File: src/rtl/pcomp_position_if.sv
// Position-compare register/bus bundle.
//   enable_i  : run gate (rising edge starts a run, low aborts)
//   inp_i     : signed 32-bit position from the adder
//   START, WIDTH, STEP, PULSES, PRE_START, DIR : run configuration
//   out_o     : compare pulse
//   active_o  : run in progress
//   health_o  : 0 ok, 1 position jumped a whole pulse, 2 invalid config
// master drives the inputs and observes the outputs; slave is the compare stage.
interface pcomp_position_if;
  logic               enable_i;
  logic signed [31:0] inp_i;
  logic signed [31:0] START;
  logic        [31:0] WIDTH;
  logic        [31:0] STEP;
  logic        [31:0] PULSES;
  logic        [31:0] PRE_START;
  logic               DIR;
  logic               out_o;
  logic               active_o;
  logic        [1:0]  health_o;

  modport master (
    output enable_i, inp_i, START, WIDTH, STEP, PULSES, PRE_START, DIR,
    input  out_o, active_o, health_o
  );

  modport slave (
    input  enable_i, inp_i, START, WIDTH, STEP, PULSES, PRE_START, DIR,
    output out_o, active_o, health_o
  );
endinterface

File: src/rtl/pcomp_position.sv
// Position compare stage: emits PULSES pulses of WIDTH position units starting
// at START, START+STEP, ... as the position travels in direction DIR.
//   clk_i   : system clock
//   reset_i : synchronous active-high reset
//   bus     : pcomp_position_if.slave (config, position in, out/active/health)
// All outputs are registered (one cycle after the deciding position sample).
module pcomp_position (
  input logic             clk_i,
  input logic             reset_i,
  pcomp_position_if.slave bus
);

  typedef enum logic [1:0] {IDLE, ARM, WAIT_RISE, WAIT_FALL} state_t;

  state_t state, state_d;

  logic               en_prev;
  logic signed [33:0] start_q;
  logic        [31:0] width_q, step_q, pulses_q, pre_q;
  logic               dir_q;
  logic signed [33:0] t_q, t_d;      // current pulse start target
  logic        [31:0] n_q, n_d;      // pulses completed this run
  logic               out_q, out_d;
  logic               act_q, act_d;
  logic        [1:0]  health_q, health_d;
  logic               load;

  // 34-bit signed working copies; 34 bits covers START +/- a full 32-bit
  // unsigned distance without wrapping.
  logic signed [33:0] pos, width_s, step_s, pre_s, far_t, next_t;
  logic               rise, cfg_bad, hit_t, hit_far, arm_ok;
  logic        [31:0] n_inc;

  assign pos     = {{2{bus.inp_i[31]}}, bus.inp_i};
  assign width_s = {2'b00, width_q};
  assign step_s  = {2'b00, step_q};
  assign pre_s   = {2'b00, pre_q};

  // Trailing edge of the current pulse and the next pulse start.
  assign far_t  = dir_q ? t_q - width_s : t_q + width_s;
  assign next_t = dir_q ? t_q - step_s  : t_q + step_s;

  assign hit_t   = dir_q ? (pos <= t_q)   : (pos >= t_q);
  assign hit_far = dir_q ? (pos <= far_t) : (pos >= far_t);
  assign arm_ok  = dir_q ? (pos >= start_q + pre_s) : (pos <= start_q - pre_s);

  assign rise    = bus.enable_i & ~en_prev;
  // Pulses must not overlap unless only one is requested.
  assign cfg_bad = (bus.WIDTH == 32'd0) ||
                   ((bus.PULSES != 32'd1) && (bus.STEP <= bus.WIDTH));
  assign n_inc   = n_q + 32'd1;

  always_comb begin
    state_d  = state;
    out_d    = out_q;
    act_d    = act_q;
    health_d = health_q;
    t_d      = t_q;
    n_d      = n_q;
    load     = 1'b0;
    if (state == IDLE) begin
      if (rise) begin
        if (cfg_bad) begin
          health_d = 2'd2;
        end else begin
          health_d = 2'd0;
          act_d    = 1'b1;
          n_d      = 32'd0;
          t_d      = {{2{bus.START[31]}}, bus.START};
          load     = 1'b1;
          state_d  = ARM;
        end
      end
    end else if (!bus.enable_i) begin
      // Abort keeps the health code.
      out_d   = 1'b0;
      act_d   = 1'b0;
      state_d = IDLE;
    end else begin
      case (state)
        ARM: if (arm_ok) state_d = WAIT_RISE;
        WAIT_RISE: begin
          // Leading and trailing edge crossed in one sample: pulse skipped.
          if (hit_far) begin
            health_d = 2'd1;
            out_d    = 1'b0;
            act_d    = 1'b0;
            state_d  = IDLE;
          end else if (hit_t) begin
            out_d   = 1'b1;
            state_d = WAIT_FALL;
          end
        end
        WAIT_FALL: begin
          if (hit_far) begin
            out_d = 1'b0;
            n_d   = n_inc;
            if (pulses_q != 32'd0 && n_inc == pulses_q) begin
              act_d    = 1'b0;
              health_d = 2'd0;
              state_d  = IDLE;
            end else begin
              t_d     = next_t;
              state_d = WAIT_RISE;
            end
          end
        end
        default: state_d = IDLE;
      endcase
    end
  end

  always_ff @(posedge clk_i) begin
    if (reset_i) begin
      state    <= IDLE;
      out_q    <= 1'b0;
      act_q    <= 1'b0;
      health_q <= 2'd0;
      n_q      <= 32'd0;
      t_q      <= '0;
      start_q  <= '0;
      width_q  <= '0;
      step_q   <= '0;
      pulses_q <= '0;
      pre_q    <= '0;
      dir_q    <= 1'b0;
    end else begin
      state    <= state_d;
      out_q    <= out_d;
      act_q    <= act_d;
      health_q <= health_d;
      n_q      <= n_d;
      t_q      <= t_d;
      if (load) begin
        start_q  <= {{2{bus.START[31]}}, bus.START};
        width_q  <= bus.WIDTH;
        step_q   <= bus.STEP;
        pulses_q <= bus.PULSES;
        pre_q    <= bus.PRE_START;
        dir_q    <= bus.DIR;
      end
    end
  end

  // Edge detector tracks the raw enable sample, reset or not.
  always_ff @(posedge clk_i) en_prev <= bus.enable_i;

  assign bus.out_o    = out_q;
  assign bus.active_o = act_q;
  assign bus.health_o = health_q;

endmodule

File: src/flat_wrapper.sv
// flat-port wrapper written by rule: the top's interface ports become plain ports
module pcomp_position_flat 
  (clk_i, reset_i, bus_enable_i, bus_inp_i, bus_START, bus_WIDTH, bus_STEP, bus_PULSES, bus_PRE_START, bus_DIR, bus_out_o, bus_active_o, bus_health_o);
  pcomp_position_if bus_i ();
  input logic clk_i;
  input logic reset_i;
  input wire logic [$bits(bus_i.enable_i)-1:0] bus_enable_i;
  input wire logic [$bits(bus_i.inp_i)-1:0] bus_inp_i;
  input wire logic [$bits(bus_i.START)-1:0] bus_START;
  input wire logic [$bits(bus_i.WIDTH)-1:0] bus_WIDTH;
  input wire logic [$bits(bus_i.STEP)-1:0] bus_STEP;
  input wire logic [$bits(bus_i.PULSES)-1:0] bus_PULSES;
  input wire logic [$bits(bus_i.PRE_START)-1:0] bus_PRE_START;
  input wire logic [$bits(bus_i.DIR)-1:0] bus_DIR;
  output wire logic [$bits(bus_i.out_o)-1:0] bus_out_o;
  output wire logic [$bits(bus_i.active_o)-1:0] bus_active_o;
  output wire logic [$bits(bus_i.health_o)-1:0] bus_health_o;
  assign bus_i.enable_i = bus_enable_i;
  assign bus_i.inp_i = bus_inp_i;
  assign bus_i.START = bus_START;
  assign bus_i.WIDTH = bus_WIDTH;
  assign bus_i.STEP = bus_STEP;
  assign bus_i.PULSES = bus_PULSES;
  assign bus_i.PRE_START = bus_PRE_START;
  assign bus_i.DIR = bus_DIR;
  assign bus_out_o = bus_i.out_o;
  assign bus_active_o = bus_i.active_o;
  assign bus_health_o = bus_i.health_o;
  pcomp_position u_core (.clk_i(clk_i), .reset_i(reset_i), .bus(bus_i));
endmodule
File: config.mk
export PLATFORM = sky130hd
export DESIGN_NAME = pcomp_position_flat
export DESIGN_NICKNAME = d
export VERILOG_FILES = /design/src/rtl/pcomp_position_if.sv /design/src/rtl/pcomp_position.sv /design/src/flat_wrapper.sv
export SDC_FILE = /design/constraint.sdc
export NUM_CORES = 1
export LEC_CHECK = 0
export ABC_AREA = 0
export CORE_MARGIN = 1
export CORE_UTILIZATION = 40
export DETAILED_ROUTE_END_ITERATION = 16
export GPL_TIMING_DRIVEN = 0
export SLEW_MARGIN = 10
export SYNTH_ARGS = -nofsm -noshare
export SYNTH_HDL_FRONTEND = slang
export SYNTH_SLANG_ARGS = --single-unit
File: constraint.sdc
create_clock -name clk_i -period 13.8 [get_ports clk_i]
set_input_delay 2.07 -clock clk_i [delete_from_list [all_inputs] [get_ports clk_i]]
set_output_delay 2.07 -clock clk_i [all_outputs]
set_load 0.005 [all_outputs]
==> key figures, run 1 <==
STA
  – Final worst slack: around 3.6 ns
  – Worst-Margin Slew: between 1 and 1.5 ns
  – Final-report max-slew violation count: 0
  – Post-route setup TNS: 0 ns
  – Final setup viols: 0
  – Final clock skew: between 0.02 and 0.025 ns
  – Post-layout min period: a little over 10 ns
  – Hold Vio Cnt, Final: 0
  – Unrepaired setup endpoints after global routing: false
  – Final period util: about three quarters
  – Fmax achieved: a little under 100 MHz
  – Final hold slack: about 0.48 ns
  – Slew margin rel.: 14.41%

Logic synthesis
  – Seq/Total Area, Yosys: a little over a fifth
  – Top cells by area, synth: dfxtp_1 (21%), ha_1 (18%), a21oi_1 (8.7%), nand2_1 (7.3%), xnor2_1 (6.9%)
  – Library cells used by synthesis: 90
  – Ys async rst share: 0%
  – Top FF cell, synth: dfxtp_1
  – Average footprint of a synthesized cell: around 7.4 um^2
  – Syn Std Cell Area: about 0.022 mm^2
  – Top cell type's share of synthesized area: about a fifth
  – Post-synth top area cell: dfxtp_1
  – FF+latch count, synth: approximately 230
  – Synth Instances: between 2k and 3k
  – Post-synth EDFFs: 0
  – Yosys warns: 0
  – Syn nets: 3474

Die
  – DIE AREA: about 0.056 mm^2
  – Die Ht: 236.5 um
  – Starting Density: between 40% and 50%
  – Die X-Extent: approximately 240 um
  – Ports: 200
  – CORE AREA: 0.05403 mm^2
  – Core Rows: between 80 and 90

Power and ir drop
  – Power per Cell Area: approximately 130 mW/mm^2
  – Worst VDD drop: roughly 0.00011 V
  – Power after layout: 3.436 mW
  – Leakage power: about 11 nW

Hold path
  – Min-Delay Path Class: reg -> reg
  – Hold path depth: 2

Global route
  – Initial antenna violation count: 1
  – GRT overflow: 0
  – Largest net degree at the start of global routing: 17
  – Vias in the first global route: between 20k and 25k
  – M2 GR Usage: approximately half
  – Total global routing track utilization: 28.33%
  – Met1 Use GR: between 30% and 40%
  – GR peak layer: met2
  – First-pass GRT wire length: 124400 um
  – Global Route met3 Usage: between 2 and 3%

Flow run
  – Max-cap violations: 0

Drt
  – Drt first pass iters: 7
  – Final ANT Viol Nets: 0
  – Wirelength per Cell: roughly 21 um
  – Via density: ~5.7
  – DR vias: ~22k
  – Routed wire length: between 80000 and 90000 um
  – DR iter-0 viols: about 1.9k
  – DRC viols: 0

Layout
  – Final core area utilization: between 40% and 50%
  – Fillers: 5424
  – # diodes: 0
  – Fin nets: roughly 3.7k
  – Fin cells: just under 4k
  – Synth-to-Final Area Change: 17.73%
  – Fraction of layout cells with a size suffix above 1: under 10%
  – Fin area: ~0.026 mm^2

Clock tree
  – H-tree lvl count: 1
  – Num CTS Buffers: 31
  – CTS tree: yes
  – Cts repair resizes: 0
  – Hold_buf cts: 0
  – Clock Tree Root: clkbuf_16
  – CTS Sinks: between 200 and 250
  – Clk buf depth: 3
  – Clock latency at the later pin of the worst-skew pair: between 0.6 and 0.7 ns
  – Post-CTS Setup Inserts: 0
  – Worst-path clk slew: 0.07 ns

Placement
  – Worst slack, placed: around 3.7 ns
  – DPL Wire Length: 66490 um
  – Port Buffers: about 200
  – Final estimated routing congestion in global placement: roughly 1
  – DP Cell Count: 3860
  – Placed inst area: 0.02485 mm^2

Critical path
  – Most used cell, CP: clkbuf_1
  – Max incr delay on CP: around 0.73 ns
  – Crit path kind: reg -> reg
  – R2R depth: 30
  – Slowest CP cell: nor4b_1
  – Critical Path End Type: flop
  – Top delay family on crit path: buffers and inverters
  – Crit path max fanout: 10
  – Critical path depth: 30
  – Buf/Inv on CP: 6
  – Worst setup SP type: flop
  – Data arrival, critical path: roughly 11 ns
  – Critical Path RT: between 10 and 15 ns

Outcome
  – Status: finished, final reports clean
==> worst reg2reg max path: cells and delay by family (launching register included) <==
| family | cells | cell delay [ns] |
|---|---|---|
| buffers and inverters | 6 | 3.22 |
| AOI/OAI and AO/OA | 11 | 2.81 |
| and+or+nand+nor | 8 | 1.95 |
| adders and majority gates | 2 | 0.71 |
| muxes | 1 | 0.58 |
| xor gates and xnor gates | 2 | 0.51 |
| DFF | 1 | 0.30 |
==> routing by layer <==
metal | part of all wire [%] | vias up
li1 | - | 10990
met1 | 46 | 10640
met2 | 46 | 702
met3 | 5.3 | 108
met4 | 2.8 | 0
met5 | 0 | -
==> final timing paths <==
| check | slack (ns) | endpoint | from |
|---|---|---|---|
| min reg2reg | 0.48 | u_core.start_q[2] | u_core.start_q[2] |
| max reg2reg | 3.58 | u_core.n_q[17] | u_core.dir_q |
| max | 3.58 | u_core.n_q[17] | u_core.dir_q |
| min | 0.48 | u_core.start_q[2] | u_core.start_q[2] |
==> cells by family after synthesis <==
family / count (synthesis) / share of synthesized area, %
adders and majority gates: 312 / 17.89
DFF: 234 / 21.30
buffers and inverters: 305 / 5.712
and+or+nand+nor: 1043 / 22.22
xor gates and xnor gates: 228 / 9.080
muxes: 17 / 0.7737
AOI/OAI and AO/OA: 827 / 23.03
==> final cells by class <==
class | count | area, um^2 | area share, %
Multi-Input combinational cell | 2427 | 16050 | 62.00
Sequential cell | 234 | 4684 | 18.09
Timing Repair Buffer | 198 | 1982 | 7.655
Clock buffer | 41 | 883.3 | 3.412
Tap cell | 696 | 870.8 | 3.363
Inverter | 177 | 664.4 | 2.566
Buffer | 128 | 591.8 | 2.286
Clock inverter | 13 | 162.7 | 0.6282
==> cells in the mapped netlist, drive strengths merged (15+ instances only) <==
| master | instances |
|---|---|
| a21o | 102 |
| a211oi | 30 |
| nand3 | 48 |
| nand4 | 57 |
| ha | 308 |
| nor2 | 232 |
| xor2 | 54 |
| o21ai | 132 |
| nor2b | 31 |
| o21a | 15 |
| nor3 | 58 |
| clkbuf | 106 |
| buf | 21 |
| o21bai | 24 |
| dfxtp | 234 |
| nand2b | 28 |
| nor4 | 57 |
| nand2 | 429 |
| a21oi | 381 |
| mux2i | 17 |
| a31oi | 21 |
| o211ai | 19 |
| inv | 176 |
| xnor2 | 174 |
| or3 | 26 |
==> registers in the layout, summed over array words and instances (netlist names) <==
register,flops
u_core.bus.active_o,1
u_core.bus.health_o,2
u_core.bus.out_o,1
u_core.dir_q,1
u_core.en_prev,1
u_core.n_q,32
u_core.pre_q,32
u_core.pulses_q,32
u_core.start_q,32
u_core.state,2
u_core.step_q,32
u_core.t_q,34
u_core.width_q,32
==> layout by cell type, fill, tap and decap left out, types with 9 or more instances in the layout <==
cell / synthesis / layout
and2_1: 9 / 9
and3_1: 12 / 12
nor2_1: 230 / 230
nor4_1: 56 / 56
nor2b_1: 31 / 31
a31oi_1: 20 / 20
mux2i_1: 17 / 17
dfxtp_1: 234 / 234
buf_6: 9 / 9
a21oi_1: 381 / 381
nor3_1: 57 / 57
nand2_1: 427 / 427
o21bai_1: 24 / 24
o21a_1: 15 / 15
nand2b_1: 28 / 28
inv_1: 176 / 176
clkbuf_16: 0 / 31
o211ai_1: 19 / 19
a21o_1: 102 / 102
a211oi_1: 30 / 30
or3_1: 24 / 24
o211a_1: 10 / 10
xnor2_1: 174 / 174
clkdlybuf4s50_1: 0 / 198
xor2_1: 54 / 54
nand4_1: 57 / 57
ha_1: 308 / 308
clkbuf_1: 105 / 108
or4_1: 9 / 9
nand3_1: 48 / 48
o21ai_0: 132 / 132
==> power by group <==
group	total [mW]	internal, mW	switching, mW
Clock	0.837	0.503	0.334
Combinational	1.83	0.767	1.06
Sequential	0.774	0.716	0.0579
Total	3.44	1.99	1.45
Note: power is estimated with default switching activity, not from simulation.
==> inputs of run 2 (changes only) <==
==> constraint.sdc (replaced) <==
create_clock -name clk_i -period 8.9 [get_ports clk_i]
set_input_delay 1.335 -clock clk_i [delete_from_list [all_inputs] [get_ports clk_i]]
set_output_delay 1.335 -clock clk_i [all_outputs]
set_load 0.005 [all_outputs]
==> run 2 against run 1 <==
  * Setup slack got worse by 3.1 ns
  * Sequential cell count unchanged
  * Critical path type unchanged
  * Power up 56%
  * Sequential share of layout area barely moved
  * Critical endpoint unchanged
  * Register-to-register slack got worse by 3.1 ns
  * First-iteration DRC count is 9.8% lower
  * Highest routed layer unchanged
  * Critical path depth is 1 higher
  * Via count hardly changed
  * Global-route usage barely moved
==> key figures, run 2 (synthesis gave the netlist of run 1 again) <==
Clock tree
  – Clk buf depth: 3 (unchanged)
  – CTS Sinks: 234 (unchanged)
  – Cts repair resizes: 7 (+7)
  – Clock latency at the later pin of the worst-skew pair: 0.61 ns (about the same)
  – Clock Tree Root: clkbuf_16
  – Hold_buf cts: 0 (unchanged)
  – Post-CTS Setup Inserts: 0 (unchanged)
  – CTS tree: yes
  – Num CTS Buffers: 31 (unchanged)
  – Worst-path clk slew: 0.06 ns (about the same)
  – H-tree lvl count: 1 (unchanged)

Layout
  – Leading cell type in the layout, fill and taps excluded: nand2_1
  – Synth-to-Final Area Change: 17.99%
  – Max reg flops: 34 (unchanged)
  – Fraction of layout cells with a size suffix above 1: 3.668% (+0.44 points)
  – Fin cells: 3913 (-0.026%)
  – # diodes: 0 (unchanged)
  – Fin nets: 3704 (-0.027%)
  – Commonest cells after routing, fill and taps aside: nand2_1 (427), a21oi_1 (381), ha_1 (308)
  – Largest register by flop count: u_core.t_q

Critical path
  – Crit path kind: reg -> reg
  – Worst setup SP type: flop
  – R2r endpoint: u_core.n_q[17]
  – Critical path depth: 31 (+3.3%)
  – Data arrival, critical path: 8.86 ns (-1.82 ns)
  – Critical Path RT: 9.36 ns (-4.90 ns)
  – Top delay family on crit path: simple AND/OR/NAND/NOR gates
  – Crit Reg-Reg Startpoint: u_core.width_q[12]
  – FF-to-FF setup slack: 0.50 ns (-3.09 ns)
  – Crit path to: u_core.n_q[17]
  – Slowest CP cell: or4_1
  – CP startpoint: u_core.width_q[12]
  – Max incr delay on CP: 0.60 ns (-0.13 ns)
  – R2R depth: 31 (+3.3%)
  – Crit path max fanout: 10 (unchanged)
  – Critical Path End Type: flop
  – Buf/Inv on CP: 3 (-3)

Drt
  – DR vias: 22.43k (-0.058%)
  – Via density: 5.731 (about the same)
  – Wirelength per Cell: 20.67 um (about the same)
  – DR iter-0 viols: 1695 (-9.8%)
  – Routed wire length: 80870 um (about the same)
  – DRC viols: 0 (unchanged)
  – Drt first pass iters: 6 (-1)
  – Final ANT Viol Nets: 0 (unchanged)

STA
  – Post-route setup TNS: 0 ns (unchanged)
  – Hold Vio Cnt, Final: 0 (unchanged)
  – Worst-Margin Slew: 1.297 ns (+0.01306 ns)
  – Fmax achieved: 119.0 MHz (+22%)
  – Final worst slack: 0.4966 ns (-3.085 ns)
  – Final clock skew: 0.02175 ns (+0.00009910 ns)
  – Final-report max-slew violation count: 0 (unchanged)
  – Slew margin rel.: 13.53% (-0.87 points)
  – Final setup viols: 0 (unchanged)
  – Final period util: 94.42% (+20 points)
  – Unrepaired setup endpoints after global routing: false
  – Post-layout min period: 8.403 ns (-1.815 ns)

Power and ir drop
  – Seq pwr share: 22.5% (about the same)
  – Worst VDD drop: 0.0001651 V (+55%)
  – Leakage power: 10.59 nW (+0.45%)
  – P_int: 3.092 mW (+56%)
  – Total net switching power: 2.257 mW (+56%)
  – Sw Share: 42.19% (about the same)
  – Power after layout: 5.349 mW (+56%)
  – Power per Cell Area: 206.2 mW/mm^2 (+55%)
  – Clock share of power: 24.3% (about the same)
  – Logic pwr share: 53.3% (+0.2 points)

Global route
  – First-pass GRT wire length: 124400 um (about the same)
  – Vias in the first global route: 21.85k (-0.046%)
  – GRT overflow: 0 (unchanged)
  – Largest net degree at the start of global routing: 17 (unchanged)
  – Total global routing track utilization: 28.32% (about the same)
  – Initial antenna violation count: 1 (unchanged)

Die
  – Die X-Extent: 236.5 um (unchanged)
  – Ports: 200 (unchanged)
  – CORE AREA: 0.05403 mm^2 (unchanged)
  – Starting Density: 40.71% (unchanged)
  – Core Rows: 85 (unchanged)
  – DIE AREA: 0.05592 mm^2 (unchanged)
  – Die Ht: 236.5 um (unchanged)

Placement
  – DP Cell Count: 3860 (unchanged)
  – Worst slack, placed: -1.214 ns (-4.900 ns)
  – Port Buffers: 198 (unchanged)
  – Final estimated routing congestion in global placement: 0.9866 (unchanged)
  – DPL Wire Length: 66490 um (unchanged)

Hold path
  – Min-Delay Path Class: reg -> reg

Flow run
  – Max-cap violations: 0 (unchanged)

Outcome
  – Status: finished, final reports clean
-- run 2: metrics by stage --
step / cell area, um^2 / utilization (%) / hold slack (ns)
after floorplan: 21990 / - / 0.4530
after global placement: 24850 / 45.99 / 0.4676
after detailed placement: 24850 / 45.99 / 0.4757
after CTS: 25910 / 47.95 / 0.4837
after global routing: 25950 / 48.03 / 0.5014
final: 25950 / 48.03 / 0.4820
-- run 2: worst min-delay path by stage --
stage,startpoint,to,slack (ns),cells after the start
final,u_core.start_q[2],u_core.start_q[2],0.48,2
after global routing,u_core.pre_q[22],u_core.pre_q[22],0.50,2
after CTS,u_core.width_q[29],u_core.width_q[29],0.48,2
after detailed placement,u_core.pre_q[22],u_core.pre_q[22],0.48,2
after global placement,u_core.pre_q[23],u_core.pre_q[23],0.47,2
after floorplan,u_core.start_q[0],u_core.start_q[0],0.45,2
-- run 2: tightest hold or removal path: cells and delay by family (launching register included) --
kind             cells  cell delay, ns
AO/OA/AOI/OAI        1            0.05
AND/OR/NAND/NOR      1            0.06
flip-flops           1            0.32
-- run 2: routing by layer --
| metal | up-vias | track usage (%) | share of wire, % | wire length (um) |
|---|---|---|---|---|
| met5 | - | 0 | 0 | 0 |
| met4 | 0 | 7.674 | 2.9 | 2306 |
| met3 | 108 | 2.949 | 5.5 | 4422 |
| met2 | 689 | 48.37 | 46 | 37440 |
| met1 | 10650 | 37.69 | 45 | 36700 |
| li1 | 10980 | - | - | - |
-- run 2: power groups by stage --
stage	registers, mW	logic [mW]	clock network [mW]
floorplan	1.18	2.02	0
global placement	1.22	2.72	0
detailed placement	1.22	2.79	0
CTS	1.20	2.80	1.32
global route	1.21	3.16	1.36
finish	1.20	2.85	1.30
-- run 2: cell type report --
type | instances | area [um^2]
Inverter | 177 | 664.4
Tap cell | 696 | 870.8
Clock inverter | 13 | 162.7
Buffer | 127 | 599.3
Timing Repair Buffer | 198 | 1982
Fill cell | 5416 | 28080
Clock buffer | 41 | 883.3
Multi-Input combinational cell | 2427 | 16100
Sequential cell | 234 | 4686
==> inputs of run 3 (changes only) <==
--- a/config.mk
+++ b/config.mk
@@ -6,6 +6,7 @@
 export NUM_CORES = 1
 export LEC_CHECK = 0
 export ABC_AREA = 0
+export CAP_MARGIN = 20
 export CORE_MARGIN = 1
 export CORE_UTILIZATION = 40
 export DETAILED_ROUTE_END_ITERATION = 16
==> run 3 against run 2 <==
  * First-iteration DRC count decreased by 3.1%
  * Worst hold slack worse by 0.0038 ns
  * Critical path depth down 2
  * Cell count up 0.13%
  * Via count is 0.53% lower
  * Non-clock buffer count increased by 2
  * Utilization up 0.081 points
  * Largest power group unchanged
  * Power grew 0.82%
  * Highest routed layer unchanged
  * Combinational power hardly changed
==> key figures, run 3 (synthesis gave the netlist of run 1 again) <==
Outcome
  – Status: finished, final reports clean

Layout
  – # diodes: 0 (unchanged)
  – Max reg flops: 34 (unchanged)
  – Fin nets: 3706 (+0.054%)
  – Commonest cells after routing, fill and taps aside: nand2_1 (427), a21oi_1 (381), ha_1 (308)
  – Synth-to-Final Area Change: 18.19%
  – Largest register by flop count: u_core.t_q
  – Fin cells: 3918 (+0.13%)
  – Fraction of layout cells with a size suffix above 1: 3.786% (+0.12 points)
  – Leading cell type in the layout, fill and taps excluded: nand2_1

Placement
  – Port Buffers: 198 (unchanged)
  – DP Cell Count: 3862 (+0.052%)
  – DPL Wire Length: 66660 um (+0.25%)
  – Final estimated routing congestion in global placement: 0.9866 (unchanged)

Drt
  – DR vias: 22.31k (-0.53%)
  – Final ANT Viol Nets: 0 (unchanged)
  – DR iter-0 viols: 1642 (-3.1%)
  – Drt first pass iters: 5 (-1)
  – Routed wire length: 80980 um (+0.13%)
  – Via density: 5.694 (-0.65%)
  – DRC viols: 0 (unchanged)
  – Wirelength per Cell: 20.67 um (about the same)

Global route
  – Vias in the first global route: 21.74k (-0.54%)
  – Total global routing track utilization: 28.22% (-0.098 points)
  – Initial antenna violation count: 0 (-1)
  – First-pass GRT wire length: 124100 um (-0.21%)
  – GRT overflow: 0 (unchanged)
  – Largest net degree at the start of global routing: 17 (unchanged)

Power and ir drop
  – Worst VDD drop: 0.0001819 V (+10%)
  – Power per Cell Area: 207.5 mW/mm^2 (+0.65%)
  – Power after layout: 5.393 mW (+0.82%)
  – Total net switching power: 2.287 mW (+1.3%)
  – Sw Share: 42.40% (+0.20 points)
  – Seq pwr share: 22.3% (-0.2 points)
  – Leakage power: 10.59 nW (about the same)
  – Logic pwr share: 53.1% (-0.2 points)
  – P_int: 3.107 mW (+0.47%)
  – Clock share of power: 24.7% (+0.4 points)

Critical path
  – CP startpoint: u_core.dir_q
  – Critical Path End Type: flop
  – Buf/Inv on CP: 5 (+2)
  – Worst setup SP type: flop
  – Data arrival, critical path: 8.95 ns (+0.09 ns)
  – Max incr delay on CP: 0.57 ns (-0.03 ns)
  – Slowest CP cell: dfxtp_2
  – Critical Path RT: 9.36 ns (about the same)
  – Crit Reg-Reg Startpoint: u_core.dir_q
  – FF-to-FF setup slack: 0.41 ns (-0.09 ns)
  – Crit path max fanout: 10 (unchanged)
  – Top delay family on crit path: compound AO/OA/AOI/OAI gates
  – Crit path kind: reg -> reg

STA
  – Worst-Margin Slew: 1.162 ns (-0.1353 ns)
  – Final period util: 95.43% (+1.0 points)
  – Post-layout min period: 8.494 ns (+0.09027 ns)
  – Slew margin rel.: 22.55% (+9.0 points)
  – Post-route setup TNS: 0 ns (unchanged)
  – Final hold slack: 0.4783 ns (-0.003758 ns)
  – Hold Vio Cnt, Final: 0 (unchanged)
  – Unrepaired setup endpoints after global routing: false
  – Fmax achieved: 117.7 MHz (-1.1%)
  – Final clock skew: 0.01071 ns (-0.01104 ns)
  – Final setup viols: 0 (unchanged)
  – Final-report max-slew violation count: 0 (unchanged)

Clock tree
  – CTS Sinks: 234 (unchanged)
  – Worst-path clk slew: 0.07 ns (about the same)
  – CTS tree: yes
  – H-tree lvl count: 1 (unchanged)
  – Clock latency at the later pin of the worst-skew pair: 0.61 ns (about the same)
  – Clk buf depth: 3 (unchanged)
  – Num CTS Buffers: 31 (unchanged)
  – Hold_buf cts: 0 (unchanged)
  – Clock Tree Root: clkbuf_16

Flow run
  – Max-cap violations: 0 (unchanged)

Die
  – CORE AREA: 0.05403 mm^2 (unchanged)
  – Starting Density: 40.71% (unchanged)
  – Die X-Extent: 236.5 um (unchanged)
  – Core Rows: 85 (unchanged)
  – DIE AREA: 0.05592 mm^2 (unchanged)
  – Ports: 200 (unchanged)
  – Die Ht: 236.5 um (unchanged)

Hold path
  – Min-Delay Path Class: reg -> reg
  – HP Start: u_core.pre_q[5]
==> run 3: changes by cell type in the layout (fill, tap and decap cells not counted), sizes merged <==
cell	previous run	this run
clkinvlp	0	3
buf	22	24
clkbuf	145	147
clkinv	10	8
==> run 3: metal layers <==
| layer | GRT usage, % | wire [um] |
|---|---|---|
| met1 | 37.72 | 37410 |
| met2 | 48.25 | 37550 |
| met3 | 2.763 | 3881 |
| met4 | 7.359 | 2135 |
| met5 | 0 | 0 |
==> run 3: worst paths after layout <==
| path | to | cells after the start |
|---|---|---|
| setup reg to reg | u_core.n_q[17] | 29 |
| setup / recovery | u_core.n_q[17] | 29 |
| hold reg to reg | u_core.pre_q[5] | 2 |
| hold / removal | u_core.pre_q[5] | 2 |
==> run 3: power groups by stage <==
stage	Combinational, mW	Sequential (mW)	Clock [mW]
final	2.86	1.20	1.33
after global routing	3.16	1.21	1.39
after CTS	2.81	1.20	1.35
after detailed placement	2.78	1.22	0
after global placement	2.72	1.22	0
after floorplan	2.02	1.18	0
==> run 3: cell type report <==
cell class | instances | area (um^2)
fillers | 5371 | 28030
multi-input cells | 2427 | 16090
flip-flops and latches | 234 | 4686
repair buffers | 200 | 2004
clock buffers | 43 | 900.9
well taps | 696 | 870.8
inverters | 177 | 664.4
plain buffers | 127 | 599.3
clock inverters | 14 | 175.2
==> run 3: repair_timing <==
item | CTS | global route
buffers inserted | 0 | 0
resized for setup | 8 | 14
setup endpoints to repair | 66 | 66
==> run 3: metrics by stage <==
stage	area (um^2)	setup WS, ns	utilization, %
finish	25990	0.4063	48.11
CTS	25960	0.01856	48.06
detailed placement	24870	-1.203	46.03
global route	25990	0.04901	48.11
floorplan	21990	1.699	-
global placement	24850	-1.115	45.99
==> run 3: tightest hold or removal path, cell delays in order (launching register included) <==
cell     delay [ns]
dfxtp_1        0.32
nand2_1        0.06
a21oi_1        0.05
